$ cat src/rtl/aes_pkg.sv
// Shared Rijndael ShiftRows helpers: legal block widths, row offsets, byte positions.
package aes_pkg;

    // Legal Rijndael block widths in 32-bit columns.
    function automatic bit nb_legal(input int unsigned nb);
        return (nb == 4) || (nb == 6) || (nb == 8);
    endfunction

    // Row rotation amount: 0,1,2,3 for Nb=4/6; 0,1,3,4 for Nb=8.
    function automatic int unsigned shift_of(input int unsigned nb, input int unsigned row);
        if ((nb == 8) && (row >= 2)) begin
            return row + 1;
        end
        return row;
    endfunction

    // MSB bit index of state byte (row, col); byte 0 sits in the top bits (column-major).
    function automatic int unsigned byte_msb(input int unsigned state_w, input int unsigned row,
                                             input int unsigned col);
        return state_w - 1 - 8 * (4 * col + row);
    endfunction

endpackage

$ cat src/rtl/aes_shiftrows_stream_if.sv
// Stream handshake bundle for the ShiftRows stage, plus flush and fill level.
interface aes_shiftrows_stream_if #(
    parameter int unsigned STATE_W = 128
);
    logic               flush;
    logic               in_valid;
    logic               in_ready;
    logic [STATE_W-1:0] in_data;
    logic               in_inv;
    logic               out_valid;
    logic               out_ready;
    logic [STATE_W-1:0] out_data;
    logic               out_inv;
    logic [1:0]         level;

    // Driver / sink side.
    modport master (
        output flush, in_valid, in_data, in_inv, out_ready,
        input  in_ready, out_valid, out_data, out_inv, level
    );

    // Block side.
    modport slave (
        input  flush, in_valid, in_data, in_inv, out_ready,
        output in_ready, out_valid, out_data, out_inv, level
    );
endinterface

$ cat src/rtl/aes_shiftrows_perm.sv
// Combinational (Inv)ShiftRows byte permutation for an Nb-column Rijndael state.
module aes_shiftrows_perm
    import aes_pkg::*;
#(
    parameter int unsigned NB = 4
) (
    input  logic [32*NB-1:0] i_data,
    input  logic             i_inv,
    output logic [32*NB-1:0] o_data
);

    localparam int unsigned STATE_W = 32 * NB;

    if (!nb_legal(NB)) begin : gen_bad_nb
        $error("aes_shiftrows_perm: NB must be 4, 6 or 8");
    end

    // Each output byte picks one input byte from the same row; direction chosen by i_inv.
    for (genvar r = 0; r < 4; r++) begin : gen_row
        localparam int unsigned SHIFT = shift_of(NB, r);
        for (genvar c = 0; c < NB; c++) begin : gen_col
            localparam int unsigned SRC_FWD = (c + SHIFT) % NB;
            localparam int unsigned SRC_INV = (c + NB - SHIFT) % NB;
            localparam int unsigned DST_MSB = byte_msb(STATE_W, r, c);
            localparam int unsigned FWD_MSB = byte_msb(STATE_W, r, SRC_FWD);
            localparam int unsigned INV_MSB = byte_msb(STATE_W, r, SRC_INV);

            assign o_data[DST_MSB -: 8] = i_inv ? i_data[INV_MSB -: 8] : i_data[FWD_MSB -: 8];
        end
    end

endmodule

$ cat src/rtl/aes_shiftrows_stream.sv
// ShiftRows / InvShiftRows stream stage: permute at push, hold results in a 2-entry FIFO.
module aes_shiftrows_stream
    import aes_pkg::*;
#(
    parameter int unsigned NB      = 4,
    parameter int unsigned STATE_W = 32 * NB
) (
    input logic                   clk,
    input logic                   rst_n,
    aes_shiftrows_stream_if.slave bus
);

    if (STATE_W != 32 * NB) begin : gen_bad_width
        $error("aes_shiftrows_stream: STATE_W must equal 32*NB");
    end

    logic [STATE_W-1:0] w_perm;

    logic [STATE_W-1:0] r_data [2];
    logic [1:0]         r_inv;
    logic               r_wptr;
    logic               r_rptr;
    logic [1:0]         r_level;
    logic               r_in_ready;

    logic               w_push;
    logic               w_pop;
    logic               w_wptr_nxt;
    logic               w_rptr_nxt;
    logic [1:0]         w_level_nxt;

    aes_shiftrows_perm #(
        .NB (NB)
    ) u_perm (
        .i_data (bus.in_data),
        .i_inv  (bus.in_inv),
        .o_data (w_perm)
    );

    // Next-state for pointers and level; flush wins over any push/pop in the same cycle.
    always_comb begin
        w_push      = bus.in_valid & r_in_ready;
        w_pop       = (r_level != 2'd0) & bus.out_ready;
        w_wptr_nxt  = r_wptr;
        w_rptr_nxt  = r_rptr;
        w_level_nxt = r_level;
        if (bus.flush) begin
            w_wptr_nxt  = 1'b0;
            w_rptr_nxt  = 1'b0;
            w_level_nxt = 2'd0;
        end else begin
            if (w_push) begin
                w_wptr_nxt = ~r_wptr;
            end
            if (w_pop) begin
                w_rptr_nxt = ~r_rptr;
            end
            case ({w_push, w_pop})
                2'b10:   w_level_nxt = r_level + 2'd1;
                2'b01:   w_level_nxt = r_level - 2'd1;
                default: w_level_nxt = r_level;
            endcase
        end
    end

    // Control state; in_ready is registered so it stays low in reset and has no out_ready path.
    always_ff @(posedge clk or negedge rst_n) begin
        if (!rst_n) begin
            r_wptr     <= 1'b0;
            r_rptr     <= 1'b0;
            r_level    <= 2'd0;
            r_in_ready <= 1'b0;
        end else begin
            r_wptr     <= w_wptr_nxt;
            r_rptr     <= w_rptr_nxt;
            r_level    <= w_level_nxt;
            r_in_ready <= (w_level_nxt != 2'd2);
        end
    end

    // Entry storage: permuted state plus its direction tag.
    always_ff @(posedge clk or negedge rst_n) begin
        if (!rst_n) begin
            r_data[0] <= '0;
            r_data[1] <= '0;
            r_inv     <= '0;
        end else if (w_push && !bus.flush) begin
            r_data[r_wptr] <= w_perm;
            r_inv[r_wptr]  <= bus.in_inv;
        end
    end

    assign bus.in_ready  = r_in_ready;
    assign bus.out_valid = (r_level != 2'd0);
    assign bus.out_data  = r_data[r_rptr];
    assign bus.out_inv   = r_inv[r_rptr];
    assign bus.level     = r_level;

endmodule

$ cat src/flat_wrapper.sv
// flat-port wrapper written by rule: the top's interface ports become plain ports
module aes_shiftrows_stream_flat import aes_pkg::*;
#(
    parameter int unsigned NB      = 4,
    parameter int unsigned STATE_W = 32 * NB
)
  (clk, rst_n, bus_flush, bus_in_valid, bus_in_data, bus_in_inv, bus_out_ready, bus_in_ready, bus_out_valid, bus_out_data, bus_out_inv, bus_level);
  aes_shiftrows_stream_if #(.STATE_W(STATE_W)) bus_i ();
  input logic clk;
  input logic rst_n;
  input wire logic [$bits(bus_i.flush)-1:0] bus_flush;
  input wire logic [$bits(bus_i.in_valid)-1:0] bus_in_valid;
  input wire logic [$bits(bus_i.in_data)-1:0] bus_in_data;
  input wire logic [$bits(bus_i.in_inv)-1:0] bus_in_inv;
  input wire logic [$bits(bus_i.out_ready)-1:0] bus_out_ready;
  output wire logic [$bits(bus_i.in_ready)-1:0] bus_in_ready;
  output wire logic [$bits(bus_i.out_valid)-1:0] bus_out_valid;
  output wire logic [$bits(bus_i.out_data)-1:0] bus_out_data;
  output wire logic [$bits(bus_i.out_inv)-1:0] bus_out_inv;
  output wire logic [$bits(bus_i.level)-1:0] bus_level;
  assign bus_i.flush = bus_flush;
  assign bus_i.in_valid = bus_in_valid;
  assign bus_i.in_data = bus_in_data;
  assign bus_i.in_inv = bus_in_inv;
  assign bus_i.out_ready = bus_out_ready;
  assign bus_in_ready = bus_i.in_ready;
  assign bus_out_valid = bus_i.out_valid;
  assign bus_out_data = bus_i.out_data;
  assign bus_out_inv = bus_i.out_inv;
  assign bus_level = bus_i.level;
  aes_shiftrows_stream #(.NB(NB), .STATE_W(STATE_W)) u_core (.clk(clk), .rst_n(rst_n), .bus(bus_i));
endmodule
$ cat config.mk
export PLATFORM = sky130hd
export DESIGN_NAME = aes_shiftrows_stream_flat
export DESIGN_NICKNAME = d
export VERILOG_FILES = /design/src/rtl/aes_pkg.sv /design/src/rtl/aes_shiftrows_stream_if.sv /design/src/rtl/aes_shiftrows_perm.sv /design/src/rtl/aes_shiftrows_stream.sv /design/src/flat_wrapper.sv
export SDC_FILE = /design/constraint.sdc
export NUM_CORES = 1
export LEC_CHECK = 0
export BUFFER_PORTS_ARGS = -buffer_cell sky130_fd_sc_hd__clkbuf_2
export CAP_MARGIN = 20
export CORE_UTILIZATION = 50
export DETAILED_ROUTE_END_ITERATION = 8
export PLACE_DENSITY = 0.86
export SKIP_CTS_REPAIR_TIMING = 1
export SLEW_MARGIN = 5
export SYNTH_ARGS = -nofsm -noshare
export SYNTH_HDL_FRONTEND = slang
export SYNTH_SLANG_ARGS = --single-unit
$ cat constraint.sdc
create_clock -name clk -period 1.67 [get_ports clk]
set_input_delay 0.334 -clock clk [delete_from_list [all_inputs] [get_ports clk]]
set_output_delay 0.334 -clock clk [all_outputs]
set_load 0.01 [all_outputs]
==> results_dict.tcl <==
set metrics [dict create \
    status "finished, violations left" \
    violations "negative setup slack" \
    grt_max_degree 61 \
    crit_type "flop to primary output" \
    cts_max_path_buffers 3 \
    min_period_ns 2.186 \
    clock.fmax_mhz 457.5 \
    final_util_pct 64.96 \
    drtIter0Drc 483 \
    rows 57 \
    num_vias 8407 \
    drc_errors 0 \
    cp_data_arrival_time_ns 1.85 \
    setup_slack_ns -0.5158 \
    ys_seq_elements 263 \
    hpwl_mm 21.15 \
    place_congestion 0.8588 \
    syn_nets 1062 \
    synth_top_area_share_pct 53.31 \
    maxCapViolations 0 \
    period_share_pct 130.9 \
    overflow 0 \
    htree_levels 1 \
    setup_viol 131 \
    fp.coreArea_mm2 0.02425 \
    clkLatencyLatePin_ns 0.55 \
    yosysWarnings 0 \
    synth.area.top_cells "dfrtp_1, mux2_2, mux2_4, mux2i_1, nor2_1" \
    grt_setup_unrepaired "yes" \
    placed_cells 1506 \
    tightest_slew_ns 0.3893 \
    cts_tree "built" \
    cp.required_ns 1.34 \
    die_area_mm2 0.02532 \
    ir_drop_uv 1134 \
    cp-end-kind "primary output" \
    drt_wl_total_mm 30.73 \
    avgSynthCellArea_um2 13.32 \
    dpl_cell_area_mm2 0.01435 \
    start_kind "flop" \
    power_leakage_nw 7.598 \
    place.port_buffers 266 \
    p_per_area_mw_per_mm2 1934 \
    synth.largest_area_cell "dfrtp_1" \
    wl_per_cell_um 19.43 \
    netlist_instances 927 \
    final_cells 1582 \
    fin_worst_skew_ns 0.02288 \
    slew_violations 0 \
    clockRootBuffer "clkbuf_16" \
    vias_per_cell 5.314 \
    n_antenna_cell 0 \
    cts_made_buffers 29 \
    die_w_um 159.1 \
    hold_class "input pin to flop" \
    area_growth_pct 27.60 \
    slew_headroom_pct 73.30 \
    cp_max_fo 39 \
    cts_sinks 263 \
    ant_nets 0 \
    drive_gt1_share_pct 54.53 \
    cp_slowest_stage_delay_ns 0.49 \
    synth_cell_types 27 \
    grt_pass1_wl_mm 47.84 \
    cts.reportedPaths.clkPinSlew_ns 0.06 \
    start_util_pct 50.91 \
    die_h_um 159.1 \
    antenna_found_initial 1 \
    final_area_mm2 0.01575 \
    hold_violations 0 \
    grt_pass1_vias 8739 \
    synth_area_mm2 0.01235 \
    grt_usage_pct 23.63 \
    path_cells "buf_12 > mux2_2 > clkbuf_2" \
    layout.nets 1370 \
    first_pass_iters 7 \
    io_pins 267 \
    crit_slowest_cell "dfrtp_4" \
    synth_seq_area_share_pct 53.31 \
]
cell usage in the layout, fill, tap and decap left out, drive strengths merged, types with 4 or more instances in the layout:
master    Yosys  routed
clkbuf        7     296
dfrtp       263     263
mux2        259     259
buf          58      83
nor2         67      67
nand2        65      65
o21ai        65      65
a21oi        65      65
mux2i        64      64
clkinv        0       6
bufinv        0       4
clkinvlp      0       4
critical path: cells and delay by family (launching register included):
kind | cells | cell delay (ns)
flip-flops | 1 | 0.49
buffers and inverters | 2 | 0.41
multiplexers | 1 | 0.39
logic make-up after synthesis:
logic type / share of synthesized area, %
mux: 31.88
flops: 53.31
simple gates: 4.500
compound gates: 6.223
buf+inv: 3.699
xor+xnor: 0.2838
fa+ha+maj: 0.1013
Yosys cell counts (all sizes together):
cell      n
xor2      2
o21ai    65
dfrtp   263
nand3b    1
nand4b    2
ha        1
buf      58
mux2    259
o21a      1
and4bb    1
a31o      1
or4b      1
a21oi    65
or3       1
or2       1
nor2     67
xnor2     2
mux2i    64
nand2    65
clkbuf    7
per-stage QoR:
stage / setup WS (ns) / hold WS [ns] / setup TNS, ns / power, mW
finish: -0.5158 / 0.03119 / -61.22 / 30.47
global route: -0.5745 / 0.01101 / -69.25 / 32.03
CTS: -0.5734 / -0.3504 / -66.22 / 29.83
detailed placement: -0.01255 / 0.2271 / -0.01255 / 22.84
global placement: 0.02792 / 0.2222 / 0 / 22.27
floorplan: -0.1207 / 0.03841 / -0.1207 / 18.35
cell type report:
type                            instances  area, µm²
Sequential cell                       263       6585
Multi-Input combinational cell        599       5349
Fill cell                            1771       8496
Clock inverter                         16      197.7
Clock buffer                           38      829.5
Timing Repair Buffer                  342       2386
Tap cell                              324      405.4
metal layers:
metal / up-vias / wire, µm / global-route usage (%)
met5: - / 0 / 0
met4: 0 / 1234 / 9.659
met3: 82 / 1508 / 4.220
met2: 274 / 14890 / 39.15
met1: 4188 / 13100 / 30.77
li1: 3863 / - / -
final timing paths:
check / start / depth (start not counted) / end / slack (ns)
worst min-delay path: bus_in_data[74] / 2 / u_core.r_data[138]$_DFFE_PN0P_ / 0.03
min in group asynchronous: rst_n / 2 / u_core.r_data[217]$_DFFE_PN0P_ / 0.26
max in group asynchronous: rst_n / 3 / u_core.r_data[180]$_DFFE_PN0P_ / 0.78
worst max register to register: u_core.bus.level[0]$_DFF_PN0_ / 5 / u_core.bus.in_ready$_DFF_PN0_ / -0.13
worst max-delay path: u_core.r_rptr$_DFFE_PN0P_ / 3 / bus_out_data[6] / -0.52
worst min register to register: u_core.r_data[52]$_DFFE_PN0P_ / 2 / u_core.r_data[52]$_DFFE_PN0P_ / 0.47
power by group:
part	total (mW)	internal (mW)	switching, mW
Combinational	12.6	6.99	5.58
Clock	6.75	4.12	2.64
Sequential	11.1	9.33	1.81
Total	30.5	20.4	10.0
sequential cells by signal, summed over array words and instances, names as in the netlist:
| signal | count |
|---|---|
| u_core.r_inv | 2 |
| u_core.r_rptr | 1 |
| u_core.r_data | 256 |
| u_core.bus.level | 2 |
| u_core.bus.in_ready | 1 |
| u_core.r_wptr | 1 |
(Power assumes the default switching activity.)
